## config.mk

```make
export PLATFORM = sky130hd
export DESIGN_NAME = module_interfaz_uart
export DESIGN_NICKNAME = d
export VERILOG_FILES = /design/src/rtl/uart_pkg.sv /design/src/rtl/uart_rx_core.sv /design/src/rtl/module_interfaz_uart.sv
export SDC_FILE = /design/constraint.sdc
export NUM_CORES = 1
export LEC_CHECK = 0
export BUFFER_PORTS_ARGS = -buffer_cell sky130_fd_sc_hd__clkbuf_2
export CORE_UTILIZATION = 33
export DETAILED_ROUTE_END_ITERATION = 16
export HOLD_SLACK_MARGIN = 0.05
export PLACE_DENSITY = 0.64
export SYNTH_ARGS = -nofsm -noshare
export SYNTH_HDL_FRONTEND = slang
export SYNTH_SLANG_ARGS = --single-unit
```

## constraint.sdc

```tcl
create_clock -name clk_i -period 2.53 [get_ports clk_i]
set_clock_uncertainty 0.2 [all_clocks]
set_input_delay 0.253 -clock clk_i [delete_from_list [all_inputs] [get_ports clk_i]]
set_output_delay 0.253 -clock clk_i [all_outputs]
set_load 0.1 [all_outputs]
```

## src/rtl/uart_pkg.sv

```systemverilog
// Shared types and register map for the memory-mapped 8N1 UART peripheral.
package uart_pkg;

  typedef enum logic [1:0] {
    TX_IDLE  = 2'd0,
    TX_START = 2'd1,
    TX_DATA  = 2'd2,
    TX_STOP  = 2'd3
  } tx_state_t;

  typedef enum logic [1:0] {
    RX_IDLE  = 2'd0,
    RX_START = 2'd1,
    RX_DATA  = 2'd2,
    RX_STOP  = 2'd3
  } rx_state_t;

  localparam logic [31:0] CTRL_OFS   = 32'd0;
  localparam logic [31:0] DATA_OFS   = 32'd4;
  localparam int          SEND_BIT   = 0;
  localparam int          NEW_RX_BIT = 1;

  // Rounded clock cycles per bit.
  function automatic int calc_div(input int clk_freq, input int baud);
    return (clk_freq + baud / 2) / baud;
  endfunction

endpackage

```

## src/rtl/uart_rx_core.sv

```systemverilog
// 8N1 receiver: 2-FF synchronizer, mid-bit sampling FSM, byte output with a
// one-cycle valid pulse on a good stop bit.
module uart_rx_core
  import uart_pkg::*;
#(
  parameter int DIV = 1042
) (
  input  logic       clk_i,
  input  logic       rst_n_i,
  input  logic       rx_i,
  output logic [7:0] rx_byte_o,
  output logic       rx_valid_o
);

  localparam int            CW      = $clog2(DIV);
  localparam logic [CW-1:0] HALF_M1 = CW'(DIV / 2 - 1);
  localparam logic [CW-1:0] LAST    = CW'(DIV - 1);

  logic            sync1_q, sync2_q, prev_q;
  rx_state_t       state_q, state_d;
  logic [CW-1:0]   cnt_q, cnt_d;
  logic [2:0]      bit_q, bit_d;
  logic [7:0]      shift_q, shift_d;

  // State register; synchronizer and edge-detect flops idle high.
  always_ff @(posedge clk_i) begin
    if (!rst_n_i) begin
      sync1_q <= 1'b1;
      sync2_q <= 1'b1;
      prev_q  <= 1'b1;
      state_q <= RX_IDLE;
      cnt_q   <= '0;
      bit_q   <= 3'd0;
      shift_q <= 8'd0;
    end else begin
      sync1_q <= rx_i;
      sync2_q <= sync1_q;
      prev_q  <= sync2_q;
      state_q <= state_d;
      cnt_q   <= cnt_d;
      bit_q   <= bit_d;
      shift_q <= shift_d;
    end
  end

  // Next-state logic: start bit checked at half a bit, then one sample per bit.
  always_comb begin
    state_d = state_q;
    cnt_d   = cnt_q + CW'(1);
    bit_d   = bit_q;
    shift_d = shift_q;
    case (state_q)
      RX_IDLE: begin
        cnt_d = '0;
        if (prev_q && !sync2_q) begin
          state_d = RX_START;
        end else begin
          state_d = RX_IDLE;
        end
      end
      RX_START: begin
        if (cnt_q == HALF_M1) begin
          cnt_d   = '0;
          bit_d   = 3'd0;
          state_d = sync2_q ? RX_IDLE : RX_DATA;
        end else begin
          state_d = RX_START;
        end
      end
      RX_DATA: begin
        if (cnt_q == LAST) begin
          cnt_d   = '0;
          shift_d = {sync2_q, shift_q[7:1]};
          if (bit_q == 3'd7) begin
            state_d = RX_STOP;
          end else begin
            bit_d = bit_q + 3'd1;
          end
        end else begin
          state_d = RX_DATA;
        end
      end
      RX_STOP: begin
        if (cnt_q == LAST) begin
          cnt_d   = '0;
          state_d = RX_IDLE;
        end else begin
          state_d = RX_STOP;
        end
      end
      default: begin
        cnt_d   = '0;
        state_d = RX_IDLE;
      end
    endcase
  end

  // Outputs: valid only at the stop-bit sample with the line high.
  always_comb begin
    rx_byte_o = shift_q;
    if ((state_q == RX_STOP) && (cnt_q == LAST) && sync2_q) begin
      rx_valid_o = 1'b1;
    end else begin
      rx_valid_o = 1'b0;
    end
  end

endmodule

```

## src/rtl/module_interfaz_uart.sv

```systemverilog
// UART peripheral at 0x2020-0x2027: control/status and data registers, 8N1
// transmitter FSM and an instantiated 8N1 receiver core.
module module_interfaz_uart
  import uart_pkg::*;
#(
  parameter int CLK_FREQ = 10_000_000,
  parameter int BAUD     = 9600
) (
  input  logic        clk_i,
  input  logic        rst_n_i,
  input  logic        we_i,
  input  logic [31:0] addr_i,
  input  logic [31:0] wr_data_i,
  output logic [31:0] do_o,
  output logic        tx_o,
  input  logic        rx_i
);

  localparam int            DIV  = calc_div(CLK_FREQ, BAUD);
  localparam int            CW   = $clog2(DIV);
  localparam logic [CW-1:0] LAST = CW'(DIV - 1);

  tx_state_t     tx_state_q, tx_state_d;
  logic [CW-1:0] tx_cnt_q, tx_cnt_d;
  logic [2:0]    tx_bit_q, tx_bit_d;
  logic [7:0]    tx_shift_q, tx_shift_d;
  logic          tx_q, tx_d;
  logic [7:0]    tx_buf_q, rx_buf_q;
  logic          new_rx_q;
  logic [7:0]    rx_byte_s;
  logic          rx_valid_s;
  logic          ctrl_wr_s, data_wr_s, send_req_s, tx_busy_s;
  logic          unused_s;

  assign ctrl_wr_s  = we_i && (addr_i[2] == CTRL_OFS[2]);
  assign data_wr_s  = we_i && (addr_i[2] == DATA_OFS[2]);
  assign send_req_s = ctrl_wr_s && wr_data_i[SEND_BIT];
  assign tx_busy_s  = (tx_state_q != TX_IDLE);
  assign unused_s   = ^{addr_i[31:3], addr_i[1:0], wr_data_i[31:8]};
  assign tx_o       = tx_q;

  uart_rx_core #(.DIV(DIV)) u_rx (
    .clk_i      (clk_i),
    .rst_n_i    (rst_n_i),
    .rx_i       (rx_i),
    .rx_byte_o  (rx_byte_s),
    .rx_valid_o (rx_valid_s)
  );

  // Bus registers; a completing byte beats a same-cycle clear of new_rx.
  always_ff @(posedge clk_i) begin
    if (!rst_n_i) begin
      tx_buf_q <= 8'd0;
      rx_buf_q <= 8'd0;
      new_rx_q <= 1'b0;
    end else begin
      if (data_wr_s) begin
        tx_buf_q <= wr_data_i[7:0];
      end
      if (rx_valid_s) begin
        rx_buf_q <= rx_byte_s;
        new_rx_q <= 1'b1;
      end else if (ctrl_wr_s && !wr_data_i[NEW_RX_BIT]) begin
        new_rx_q <= 1'b0;
      end
    end
  end

  // TX state register with a registered line output.
  always_ff @(posedge clk_i) begin
    if (!rst_n_i) begin
      tx_state_q <= TX_IDLE;
      tx_cnt_q   <= '0;
      tx_bit_q   <= 3'd0;
      tx_shift_q <= 8'd0;
      tx_q       <= 1'b1;
    end else begin
      tx_state_q <= tx_state_d;
      tx_cnt_q   <= tx_cnt_d;
      tx_bit_q   <= tx_bit_d;
      tx_shift_q <= tx_shift_d;
      tx_q       <= tx_d;
    end
  end

  // TX next state; a send arriving on the last stop cycle chains the next frame.
  always_comb begin
    tx_state_d = tx_state_q;
    tx_cnt_d   = tx_cnt_q + CW'(1);
    tx_bit_d   = tx_bit_q;
    tx_shift_d = tx_shift_q;
    case (tx_state_q)
      TX_IDLE: begin
        tx_cnt_d = '0;
        if (send_req_s) begin
          tx_state_d = TX_START;
          tx_shift_d = tx_buf_q;
        end else begin
          tx_state_d = TX_IDLE;
        end
      end
      TX_START: begin
        if (tx_cnt_q == LAST) begin
          tx_cnt_d   = '0;
          tx_bit_d   = 3'd0;
          tx_state_d = TX_DATA;
        end else begin
          tx_state_d = TX_START;
        end
      end
      TX_DATA: begin
        if (tx_cnt_q == LAST) begin
          tx_cnt_d = '0;
          if (tx_bit_q == 3'd7) begin
            tx_state_d = TX_STOP;
          end else begin
            tx_bit_d = tx_bit_q + 3'd1;
          end
        end else begin
          tx_state_d = TX_DATA;
        end
      end
      TX_STOP: begin
        if (tx_cnt_q == LAST) begin
          tx_cnt_d = '0;
          if (send_req_s) begin
            tx_state_d = TX_START;
            tx_shift_d = tx_buf_q;
          end else begin
            tx_state_d = TX_IDLE;
          end
        end else begin
          tx_state_d = TX_STOP;
        end
      end
      default: begin
        tx_cnt_d   = '0;
        tx_state_d = TX_IDLE;
      end
    endcase
  end

  // TX output: line level for the state being entered.
  always_comb begin
    case (tx_state_d)
      TX_START: tx_d = 1'b0;
      TX_DATA:  tx_d = tx_shift_d[tx_bit_d];
      default:  tx_d = 1'b1;
    endcase
  end

  // Read mux.
  always_comb begin
    do_o = 32'd0;
    if (addr_i[2] == DATA_OFS[2]) begin
      do_o[7:0] = rx_buf_q;
    end else begin
      do_o[SEND_BIT]   = tx_busy_s;
      do_o[NEW_RX_BIT] = new_rx_q;
    end
  end

endmodule

```

== After elaboration in Yosys (flattened, before gate mapping) ==
Index checks and enable logic that the tools add are counted.

* Bits of input ports: 68
* Output and inout port bits: 33
* Register bits after elaboration: 69
* Word-level logic and storage cells: 93

* Multiplexer cells: 37
* $add $sub $neg: 4
* Reductions and logical operators: 18
* Order comparisons: 1
* Bitwise logic cells: 1
* Equality and inequality tests: 17

{| class="wikitable"
|+ Operators by type and width
! cell !! count
|-
| $mux 11 || 3
|-
| $pmux 11 s3 || 1
|-
| $add 11x1->11 const B || 2
|-
| $eq 11x11->1 const B || 2
|-
| $pmux 11 s2 || 1
|-
| $mux 2 || 10
|-
| $mux 3 || 6
|-
| $mux 8 || 2
|-
| $pmux 2 s4 || 2
|-
| $pmux 8 s2 || 1
|-
| $pmux 3 s2 || 2
|-
| $eq 11x10->1 const B || 1
|-
| $eq 2x2->1 const B || 5
|-
| $logic_and 1x1->1 || 7
|-
| $add 3x1->3 const B || 2
|-
| $eq 2x1->1 const B || 3
|-
| $eq 3x3->1 const B || 2
|-
| $mux 1 || 6
|-
| $mux 6 || 1
|-
| $reduce_bool 2->1 || 3
|-
| $logic_not 2->1 || 2
|-
| $lt 3x4->1 const B || 1
|-
| $ne 2x1->1 const B || 2
|-
| $reduce_and 4->1 || 1
|-
| other kinds (9) || 10
|}

== Logic depth before layout (Yosys ltp) ==
* Depth in word-level cells: 9
* Mapped depth: 11
* Depth with buffers taken out: 9

== Cells and area by module ==
Synthesis repeated with hierarchy kept, for this count alone.

* Cells, all modules: 381
* Area total of the unflattened synthesis: 3375.7 µm²

{| class="wikitable"
|+ By module, submodules not included
! module !! instances !! area an instance (µm²) !! seq. area each (µm²) !! cells an instance
|-
| module_interfaz_uart || 1 || 2125.8 || 840.8 || 241
|-
| uart_rx_core || 1 || 1249.9 || 540.5 || 140
|}

== Least setup slack after synthesis ==
Ideal clock, no wire load.

* Kind: input to output
* From: input addr_i[2]
* To: output do_o[0]
* Path buffers: 2
* Cell stages on the path: 3
* Slack: -0.323 ns
* Arrival: 2.400 ns
* Cells stage by stage: clkbuf_1 clkbuf_1 mux2i_1

* Cells in the longest elaborated chain, start to end: 1

{| class="wikitable"
|+ Ends and longest elaborated chain
! element !! line !! RTL
|-
| start, declared || module_interfaz_uart.sv:12 || <nowiki>input logic [31:0] addr_i,</nowiki>
|-
| $mux 2 || module_interfaz_uart.sv:155 || <nowiki>if (addr_i[2] == DATA_OFS[2]) begin</nowiki>
|-
| end, declared || module_interfaz_uart.sv:14 || <nowiki>output logic [31:0] do_o,</nowiki>
|}

No other way between the ends.

== Final worst setup path ==
* From: register tx_cnt_q[1]
* To: register tx_q, in the netlist tx_o

* Cells in the longest elaborated chain, start to end: 6
* Elaborated cells between the ends (all ways): 15
* Classes of those cells: eq/ne (3); mux (12)

{| class="wikitable"
|+ Ends and longest elaborated chain
! element !! line !! RTL
|-
| start, declared || module_interfaz_uart.sv:24 || <nowiki>logic [CW-1:0] tx_cnt_q, tx_cnt_d;</nowiki>
|-
| start signal, assigned || module_interfaz_uart.sv:79 || <nowiki>tx_cnt_q <= tx_cnt_d;</nowiki>
|-
| $eq 11x11->1 (*) || module_interfaz_uart.sv:103, module_interfaz_uart.sv:112, module_interfaz_uart.sv:124 ||
|-
| $mux 8, or another cell as far along || module_interfaz_uart.sv:124 || <nowiki>if (tx_cnt_q == LAST) begin</nowiki>
|-
| $pmux 8 s2 or $pmux 3 s2 (tied branches) || module_interfaz_uart.sv:92 || <nowiki>case (tx_state_q)</nowiki>
|-
| $bmux 1 s3 || module_interfaz_uart.sv:147 || <nowiki>TX_DATA: tx_d = tx_shift_d[tx_bit_d];</nowiki>
|-
| $mux 1 (not written as such) || module_interfaz_uart.sv:147 ||
|-
| $pmux 1 s2 (*) || module_interfaz_uart.sv:145 || <nowiki>case (tx_state_d)</nowiki>
|-
| end signal, assigned || module_interfaz_uart.sv:82 || <nowiki>tx_q <= tx_d;</nowiki>
|-
| end, declared || module_interfaz_uart.sv:27 || <nowiki>logic tx_q, tx_d;</nowiki>
|}

Every way passes the cells marked *; elsewhere a longest branch is shown, timed or not. The select of a mux whose other input is x is not followed.
A chain may end at the register's enable or synchronous reset.

==> results.toml <==
[clock_tree]
htree_levels = 3
clk_pin_slew_ns = 0.07
cts.path.max_buffers = 2
clk_latency_ns = 0.34
cts_sinks = 69
cts_tree = "done"
root_buffer = "clkbuf_8"
cts_buffers = 9

[placement]
place_ws_ns = -0.194
dp_hpwl_um = 4470
gp_congestion = 0.786
portBuffers = 21

[drt]
post_drt_wl_per_cell_um = 10.7
wl_um = 6370
vias = 2723
firstDrtPassIters = 4
drc = 0
drt_iter0_drc = 53
vias_per_cell = 4.59
ant_nets = 0

[timing]
period_minus_slack_ns = 2.66
slew-limit-headroom = 0.639
fin_ws_ns = -0.126
grt_setup_unrepaired = "yes"
finalMaxSlewViolations = 0
setup_viol = 1
max_freq_mhz = 376
tightest_slew_ns = 0.544
fin_crit_sh = 1.05
finalHoldViolCount = 0

[synth]
synth_top_area_share = 0.415
synth.area.mux_share = 0.0519
synth_edf_count = 0
synth_compound_area_frac = 0.109
synth-seq-cells = 69
synth_area_leaders = "dfxtp_1 (42%), nor2_1 (6.1%), buf_4 (5.4%)"
ys_types = 51
synthSimpleGateAreaFrac = 0.231
syn_area_per_cell_sq_um = 8.55
synth-main-ff-cell = "dfxtp_1"
syn_inst = 389
async_flop_share = 0
ys_warn_count = 0
synth_largest_area_cell = "dfxtp_1"
synth_top_family_by_area = "simple AND/OR/NAND/NOR gates"
yosysMostFrequentCell = "dfxtp_1"
yosys-top-cells-count = "dfxtp_1 (69), nor2_1 (54), nand3_1 (32)"
synth-adder-area-share = 0.0489
syn_area_sq_um = 3330
synth_xor_area_frac = 0.0474
synth-seq-area-share = 0.415

[worst_setup_path]
critPathArrivalTime_ns = 2.66
cp-end-kind = "register"
slowest_stage = "or4b_4"
path_buf_inv = 2
required_ns = 2.53
cp-start-kind = "register"
worstSetupPathType = "reg2reg"
crit_chain = "inv_2 > ha_4 > or4b_4 > o41a_1 > o21ai_4 > buf_6 > mux2i_2 > o221ai_1 > o211ai_1 > a41oi_2"
critPathMaxFanout = 7
worst_path_largest_cell_delay_ns = 0.52
crit_family = "compound AO/OA/AOI/OAI gates"

[die]
coreArea_sq_um = 9770
io_pins = 101
rows = 36
start_util = 0.340
fp.dieH_um = 102
die_area_sq_um = 10500
die_width_um = 102

[finish]
drive_gt1_frac = 0.224
antenna_cells = 0
fillCellCount = 979
fin_util = 0.429
final_nets = 536
layout-area-overhead-vs-synth_pct = 26.0

[global_routing]
antenna_found_initial = 0
grt_pass1_wl_um = 11000
overflow = 0
grt_max_degree = 43
track_usage = 0.134
first_global_vias = 2562

[pwr]
leakage_nw = 1.64
power-per-cell-area_nw_per_um2 = 581
peakVddDrop_uv = 244

[status]
violations = "negative setup slack"
status = "finished, violations left"

[run]
maxCapViolCount = 0

[min_path]
hold_class = "in2reg"
## per-layer routing
layer  share of wire  up-vias  track usage
met3           0.029        7       0.0335
li1                -     1413            -
met1            0.47     1260        0.161
met2            0.49       43        0.227
met4           0.011        0       0.0538
met5               0        -            0
## worst paths after layout
| check | startpoint | depth (start not counted) | end | slack, ns |
|---|---|---|---|---|
| setup / recovery | tx_cnt_q[1] | 10 | tx_o | -0.13 |
| hold / removal | we_i | 4 | tx_buf_q[4] | 0.14 |
| setup reg to reg | tx_cnt_q[1] | 10 | tx_o | -0.13 |
| hold reg to reg | u_rx.sync1_q | 1 | u_rx.sync2_q | 0.21 |
## worst register-to-register path, stage by stage (launching register included)
cell	delay [ns]
dfxtp_2	0.32
inv_2	0.05
ha_4	0.11
or4b_4	0.52
o41a_1	0.38
o21ai_4	0.16
buf_6	0.16
mux2i_2	0.22
o221ai_1	0.13
o211ai_1	0.14
a41oi_2	0.13
## area by class of cell
cell class	instances	area (sq um)	area share
tap	133	166	0.0397
sequential	69	1390	0.330
timing repair buffer	74	542	0.129
clock buffer	12	165	0.0394
clock inverter	4	77.6	0.0185
multi-input combinational	285	1800	0.429
inverter	16	60.1	0.0143
## through the flow
step / area [sq um] / TNS (ns) / hold slack, ns / power (mW) / cells
after floorplan: 3450 / -0.0923 / 0.122 / 1.38 / 412
final: 4190 / -0.126 / 0.142 / 2.44 / 593
after global placement: 3760 / -0.197 / 0.194 / 1.40 / 563
after CTS: 4160 / -0.173 / 0.115 / 2.47 / 592
after global routing: 4190 / -0.212 / 0.160 / 2.53 / 593
after detailed placement: 3760 / -0.194 / 0.195 / 1.40 / 563
## cells in the final DEF, fill, tap and decap left out, drive strengths merged, types with 3 or more instances in the layout
cell         count
a21oi           22
a22oi            8
and2            10
and3             4
buf             42
clkbuf          33
conb            24
dfxtp           69
dlygate4sd3     11
ha              13
inv             16
mux2i           15
nand2           30
nand2b           4
nand3           32
nand4            4
nor2            54
nor2b            3
nor3             5
nor4             4
o21ai            7
xnor2            4
xor2            14
## flip-flops by register name (all words and copies together) (netlist names), 2 cells and up
name / flops
tx_cnt_q: 11
tx_buf_q: 8
rx_buf_q: 8
u_rx.state_q: 2
tx_state_q: 2
tx_shift_q: 8
u_rx.rx_byte_o: 8
u_rx.cnt_q: 11
tx_bit_q: 3
u_rx.bit_q: 3
## timing repair
item / in CTS / in global routing
pin swaps: 4 / 6
endpoints found under the setup margin: 1 / 5
hold buffers: 11 / 0
resized for setup: 7 / 8
hold endpoints to repair: 11 / 0
buffers inserted: 2 / 1
## report_power, final
group          internal, mW  switching [mW]  total [mW]
clock                 0.641           0.404        1.04
combinational        0.0571           0.228       0.285
sequential             1.10          0.0102        1.11
total                  1.80           0.641        2.44
## cells by family (layout without fill, tap and decap cells)
family	Yosys count	after routing
compound gates	54	54
xor+xnor	18	18
fa+ha+maj	13	13
buf+inv	58	106
flops	69	69
mux	17	17
other cells	1	24
simple gates	159	159
(Power assumes the default switching activity.)
